--- src/rtl/uart_receiver.sv ---
// 8N1 UART receiver: 2-flop synchroniser, mid-bit sampling, framing-error detect.
// Optional `UART_RX_MAJORITY_EN: 2-of-3 vote around each sample point (decision one cycle later).
module uart_receiver #(
    parameter logic [15:0] BAUD_DIVISOR = 16'h1458
) (
    input  logic       clk,
    input  logic       reset,
    input  logic       rx,
    output logic [7:0] data_out,
    output logic       rx_valid,
    output logic       rx_busy,
    output logic       frame_err
);
    typedef enum logic [2:0] {
        RX_IDLE,
        RX_START,
        RX_DATA,
        RX_STOP,
        RX_WAIT
    } rx_state_t;

    localparam logic [16:0] HALF_PT = {1'b0, BAUD_DIVISOR};
    localparam logic [16:0] FULL_PT = {BAUD_DIVISOR, 1'b1};

    rx_state_t   state, state_next;
    logic        rx_m, rx_s, rx_d;
    logic [16:0] cnt;
    logic [2:0]  bit_idx;
    logic [7:0]  shift;
    logic        half_hit, full_hit, bit_val, sample_pt;

`ifdef UART_RX_MAJORITY_EN
    // Voting window is P-1..P+1 with the decision at P+1; the counter is
    // re-timed from that decision so every sample point sits one cycle late
    // rather than drifting by one cycle per bit.
    logic [1:0] hist;

    always_ff @(posedge clk) begin
        if (!reset) hist <= 2'b11;
        else        hist <= {hist[0], rx_s};
    end

    assign half_hit = (cnt == HALF_PT + 17'd1);
    assign full_hit = (cnt == FULL_PT);
    assign bit_val  = (hist[1] & hist[0]) | (hist[1] & rx_s) | (hist[0] & rx_s);
`else
    assign half_hit = (cnt == HALF_PT);
    assign full_hit = (cnt == FULL_PT);
    assign bit_val  = rx_s;
`endif

    always_ff @(posedge clk) begin
        if (!reset) begin
            rx_m <= 1'b1;
            rx_s <= 1'b1;
            rx_d <= 1'b1;
        end else begin
            rx_m <= rx;
            rx_s <= rx_m;
            rx_d <= rx_s;
        end
    end

    always_ff @(posedge clk) begin
        if (!reset) state <= RX_IDLE;
        else        state <= state_next;
    end

    always_comb begin
        state_next = state;
        sample_pt  = 1'b0;
        case (state)
            RX_IDLE: begin
                if (rx_d && !rx_s) state_next = RX_START;
            end
            RX_START: begin
                sample_pt = half_hit;
                if (half_hit) state_next = bit_val ? RX_IDLE : RX_DATA;
            end
            RX_DATA: begin
                sample_pt = full_hit;
                if (full_hit && bit_idx == 3'd7) state_next = RX_STOP;
            end
            RX_STOP: begin
                sample_pt = full_hit;
                if (full_hit) state_next = bit_val ? RX_IDLE : RX_WAIT;
            end
            RX_WAIT: begin
                if (rx_s) state_next = RX_IDLE;
            end
            default: state_next = RX_IDLE;
        endcase
    end

    always_ff @(posedge clk) begin
        if (!reset) begin
            cnt       <= '0;
            bit_idx   <= '0;
            shift     <= '0;
            data_out  <= '0;
            rx_valid  <= 1'b0;
            rx_busy   <= 1'b0;
            frame_err <= 1'b0;
        end else begin
            rx_valid  <= 1'b0;
            frame_err <= 1'b0;
            // Busy tracks the state we are entering, so WAIT keeps it high.
            rx_busy   <= (state_next != RX_IDLE);

            if (state_next != state || sample_pt || state == RX_IDLE || state == RX_WAIT)
                cnt <= '0;
            else
                cnt <= cnt + 17'd1;

            if (state == RX_START && sample_pt)
                bit_idx <= '0;

            if (state == RX_DATA && sample_pt) begin
                shift   <= {bit_val, shift[7:1]};
                bit_idx <= bit_idx + 3'd1;
            end

            if (state == RX_STOP && sample_pt) begin
                if (bit_val) begin
                    data_out <= shift;
                    rx_valid <= 1'b1;
                end else begin
                    frame_err <= 1'b1;
                end
            end
        end
    end
endmodule

--- config.mk ---
export PLATFORM = sky130hd
export DESIGN_NAME = uart_receiver
export DESIGN_NICKNAME = d
export VERILOG_FILES = /design/src/rtl/uart_receiver.sv
export SDC_FILE = /design/constraint.sdc
export NUM_CORES = 1
export LEC_CHECK = 0
export ABC_AREA = 1
export CORE_AREA = 8 8 92 61
export DETAILED_ROUTE_END_ITERATION = 7
export DIE_AREA = 0 0 100 69
export PLACE_DENSITY = 0.78
export SLEW_MARGIN = 40
export SYNTH_ARGS = -nofsm -noshare
export SYNTH_HDL_FRONTEND = slang
export SYNTH_SLANG_ARGS = --single-unit
--- constraint.sdc ---
create_clock -name clk -period 1.68 [get_ports clk]
set_clock_uncertainty 0.15 [all_clocks]
set_input_delay 0.336 -clock clk [delete_from_list [all_inputs] [get_ports clk]]
set_output_delay 0.336 -clock clk [all_outputs]
set_load 0.01 [all_outputs]
Word level (Yosys, flattened, before mapping):

Cells that the tools add are included.

* register bits: 45
* word-level logic and storage cells: 51
* memories: 0
* RAM bits: 0
* memory bits (read-only): 0
* output and inout bits: 11
* latch bits: 0
* bits of input ports: 3

* multiplexer cells: 13
* add/subtract/negate cells: 2
* shift operators: 0
* reduce and logical (&&, ||, !) cells: 16
* equal/unequal tests: 8
* multipliers: 0
* div/mod/pow operators: 0
* bitwise operators: 1
* magnitude comparators: 0

Operators by type and width (number)
* $mux W3: 8
* $add A17 B1 Y17 const B: 1
* $eq A17 B13 Y1 const B: 1
* $eq A17 B14 Y1 const B: 1
* $pmux W3 S5: 1
* $eq A3 B2 Y1 const B: 2
* $eq A3 B3 Y1 const B: 2
* $logic_and A1 B1 Y1: 5
* $reduce_and A2 Y1: 2
* $reduce_or A2 Y1: 2
* $add A3 B1 Y3 const B: 1
* $eq A3 B1 Y1 const B: 1
* $logic_not A3 Y1: 1
* $logic_or A1 B1 Y1: 3
* $ne A3 B3 Y1: 1
* $reduce_bool A3 Y1: 1
* $mux W1: 2
* $mux W2: 1
* $pmux W1 S2: 1
* $reduce_bool A2 Y1: 1
* $logic_not A1 Y1: 1
* $not A1 Y1: 1

Longest topological paths before layout:

* depth in word-level cells: 9
* mapped depth: 13
* depth with buffers taken out: 13

Worst setup path before layout:

No wires, ideal clock.

* path kind: reg-to-reg
* start: register cnt[0]
* end: register cnt[9]
* path slack: 0.042 ns
* arrival time: 1.373 ns
* setup time: 0.116 ns
* stages on the path, launching flop included: 12
* cells stage by stage: dfxtp_1 > ha_1 > nand2_1 > inv_1 > nand2_1 > nor2_2 > nand3_1 > nand2_2 > inv_2 > nand4_4 > buf_6 > nor2_1

* word-level cells in the longest chain between the ends: 9
* elaborated cells between the ends (all ways): 14
* classes of those cells: 1 x add/sub; 3 x eq/ne; 5 x mux; 5 x reduce/logical

Ends and longest elaborated chain
* from (decl): line 27 `logic [16:0] cnt;`
* from (signal assigned): line 113 `cnt <= cnt + 17'd1;`
* $eq A17 B14 Y1: line 48 `assign full_hit = (cnt == FULL_PT);`
* $logic_and A1 B1 Y1: line 82 `if (full_hit && bit_idx == 3'd7) state_next = RX_STOP;`
* $mux W3: line 82
* $pmux W3 S5: line 72 `case (state)`
* $ne A3 B3 Y1: line 110 `if (state_next != state || sample_pt || state == RX_IDLE || state == RX_WAIT)`
* $logic_or A1 B1 Y1 (3 in a row): line 110
* $reduce_or A2 Y1 (no line)

Several ways; a longest one is shown, not always the timed one.
A chain may end at the register's enable or synchronous reset.

Final worst setup path:

* start: register cnt[1]
* end: register data_out[0]

* word-level cells in the longest chain between the ends: 4
* elaborated cells between the ends (all ways): 5
* classes of those cells: 2 x eq/ne; 1 x mux; 2 x reduce/logical

Ends and longest elaborated chain
* $eq A17 B14 Y1 / $eq A17 B13 Y1 (equally long branches): line 48, 47
* $pmux W1 S2 *: line 72
* $logic_and A1 B1 Y1 *: line 123 `if (state == RX_STOP && sample_pt) begin`
* $reduce_and A2 Y1 (no line) *
* to (signal assigned): line 125 `data_out <= shift;`
* to (decl): line 9 `output logic [7:0] data_out,`

Every way passes the cells marked *; elsewhere a longest branch is shown, timed or not.

==> key figures <==
Route
  • Final wirelength: 5110 um
  • Post-DRT Antenna Nets: 0
  • Iter 0 DRT Violations: 104
  • Via count: 1951
  • Routed len/inst: 12.9 um
  • DRT Pass-1 Iters: 4
  • DR DRC count: 0
  • Vias per cell: 4.91

Place
  • Port Buffers: 13
  • DP Wirelength: 3220 um
  • Setup WS pre-CTS: -108 ps
  • Area post-placement: 2450 um^2
  • RD Place Congestion: 0.882

Clocking
  • Clock Path Buffers: 2
  • CTS Buf Count: 5
  • Hold_buf cts: 0
  • Clk root buf: clkbuf_8
  • H-tree levels: 2
  • Clock sinks: 45
  • Clock slew at reported path FFs: 90 ps
  • Clock latency on the worst-skew pair: 300 ps
  • CTS tree: built

Die
  • Chip width: 100 um
  • Initial Utilization: 49.0%
  • Die Y: 69 um
  • DIE AREA: 6900 um^2
  • Core area: 4330 um^2
  • FP Rows: 19
  • I/O pin cnt: 14

Synth
  • Synth area leader: dfxtp_1
  • Top_reg_cell synth: dfxtp_1
  • Ys async rst share: 0%
  • Syn_area_per_cell: 7.29 um^2
  • Most common cell in the netlist: nor2_1
  • Synth Register Bits: 45
  • Synth cell count leaders: nor2_1 (64), nand2_1 (50), dfxtp_1 (45), inv_1 (40), nand3_1 (23)
  • Sequential-to-total area share from yosys stat: 42.5%
  • Number of flops mapped to enable cells by yosys: 0
  • Area contributors post-synth: dfxtp_1 (42%), nor2_1 (11%), nand2_1 (8.8%), inv_1 (7.1%), nand3_1 (5.4%)
  • Ys Warns: 0
  • Post-synth top area share: 42.5%
  • Gate Count Post-Synth: 291
  • Syn Nets: 299
  • Yosys cell types: 27
  • Synthesized area: 2120 um^2

Critical path
  • Largest stage delay, worst path: 330 ps
  • Slowest CP cell: dfxtp_2
  • Crit-path cells: inv_2 > ha_2 > nand2_1 > inv_1 > nand2_2 > nor2_4 > nand3_2 > nor2_4 > buf_12 > inv_1 > nor2_1 > nor2_1
  • Reg2reg start: cnt[1]
  • Crit end category: flop
  • CP required: 1730 ps
  • Crit path from: cnt[1]
  • CP Launch Type: flop
  • Crit-path max FO: 15
  • Crit path kind: flop to flop
  • Arrival time at the worst endpoint: 1770 ps

Min path
  • Hold Crit Class: flop to flop
  • Hold path startpoint: rx_m

GRT
  • Initial antenna violation count: 0
  • Vias in the first global route: 1675
  • Largest net degree at the start of global routing: 18
  • First-pass GRT wire length: 7820 um
  • Grt total ovfl: 0
  • Total track usage: 14.1%

Job
  • Maxcap violations: 0

STA
  • Post-route minimum period: 1730 ps
  • Slew Limit Fails: 0
  • Final setup fails: 14
  • Slew @ Worst Pin: 716 ps
  • Unrepaired setup endpoints after global routing: true
  • Fmax: 579 MHz
  • Crit share post-route: 103%
  • Relative slew margins: 52.0%
  • Hold Violations, Final: 0
  • Worst Slack Setup Final: -45.8 ps

Cells and area
  • Final Cell Area: 2820 um^2
  • Final net count: 341
  • Share of layout cells above drive strength 1: 26.6%
  • Post-layout utilization of the core: 65.2%
  • Synth-to-Final Area Change: 33.0%
  • # diodes: 0

Power
  • IR Drop Worst-Case VDD: 454 uV
  • Leak: 0.00122 uW
  • Power Density: 701 nW/um^2

Outcome
  • Violated checks: setup timing
  • Outcome: finished, violations left
[cells in the final DEF, fill, tap and decap left out, drive strengths merged, types with 7 or more instances in the layout]
master   n
a21oi   10
xnor2    8
nand4    8
nor2    70
nand2   52
dfxtp   45
buf     25
inv     43
xor2     7
o21ai    9
nand3   24
[repair_timing]
action | in CTS | in global routing
gates cloned | 2 | 0
setup endpoints to repair | 38 | 42
gates resized for setup | 14 | 49
setup buffers | 0 | 4
pin swaps | 3 | 14
[where the power goes]
part	total [uW]	internal (uW)	switching [uW]
clock	829	445	384
sequential	1080	1070	3.62
combinational	72.2	27.7	44.5
total	1980	1540	432
[worst paths after layout]
| kind | endpoint | slack (ps) | cells past startpoint |
|---|---|---|---|
| min | bit_val | 280 | 1 |
| max reg2reg | data_out[0] | -50 | 12 |
| min reg2reg | bit_val | 280 | 1 |
| max | data_out[0] | -50 | 12 |
[state kept, by name, summed over array words and instances, names as in the netlist]
| register | flops |
|---|---|
| cnt | 17 |
| data_out | 8 |
| state | 3 |
| frame_err | 1 |
| shift | 8 |
| bit_idx | 3 |
| rx_busy | 1 |
| rx_d | 1 |
| rx_valid | 1 |
| bit_val | 1 |
| rx_m | 1 |
[through the flow]
stage / hold slack [ps] / setup TNS, ps / instances / power (uW)
floorplan: 243 / 0 / 291 / 1140
global placement: 255 / 0 / 383 / 1160
detailed placement: 268 / -1270 / 383 / 1160
CTS: 282 / -23.9 / 393 / 1990
global route: 295 / -3170 / 397 / 2040
finish: 280 / -192 / 397 / 1980
[per-layer routing]
metal | global-route usage (%) | wire length [um] | up-vias
li1 | - | - | 992
met1 | 19.9 | 2510 | 879
met2 | 19.5 | 2240 | 72
met3 | 3.41 | 278 | 8
met4 | 6.00 | 84 | 0
met5 | 0 | 0 | -
[kinds of logic after synthesis]
logic type	Yosys count	synth area share, %
XOR/XNOR	15	6.19
AND/OR/NAND/NOR	158	32.9
flip-flops	45	42.5
adder cells (fa/ha/maj)	5	2.95
buffers and inverters	48	10.1
AO/OA/AOI/OAI	20	5.37
[worst max-delay path, delay by kind of cell (launching register included)]
kind,cells,cell delay [ps]
AND/OR/NAND/NOR,7,660
flip-flops,1,330
buffers and inverters,4,310
adder cells (fa/ha/maj),1,150
[cell type report]
class / count / area [um^2]
fillers: 346 / 1510
multi-input cells: 200 / 1210
flip-flops and latches: 45 / 906
repair buffers: 38 / 339
inverters: 43 / 174
well taps: 63 / 78.8
clock buffers: 5 / 68.8
clock inverters: 3 / 46.3
Power figures use the tool's default switching activity.
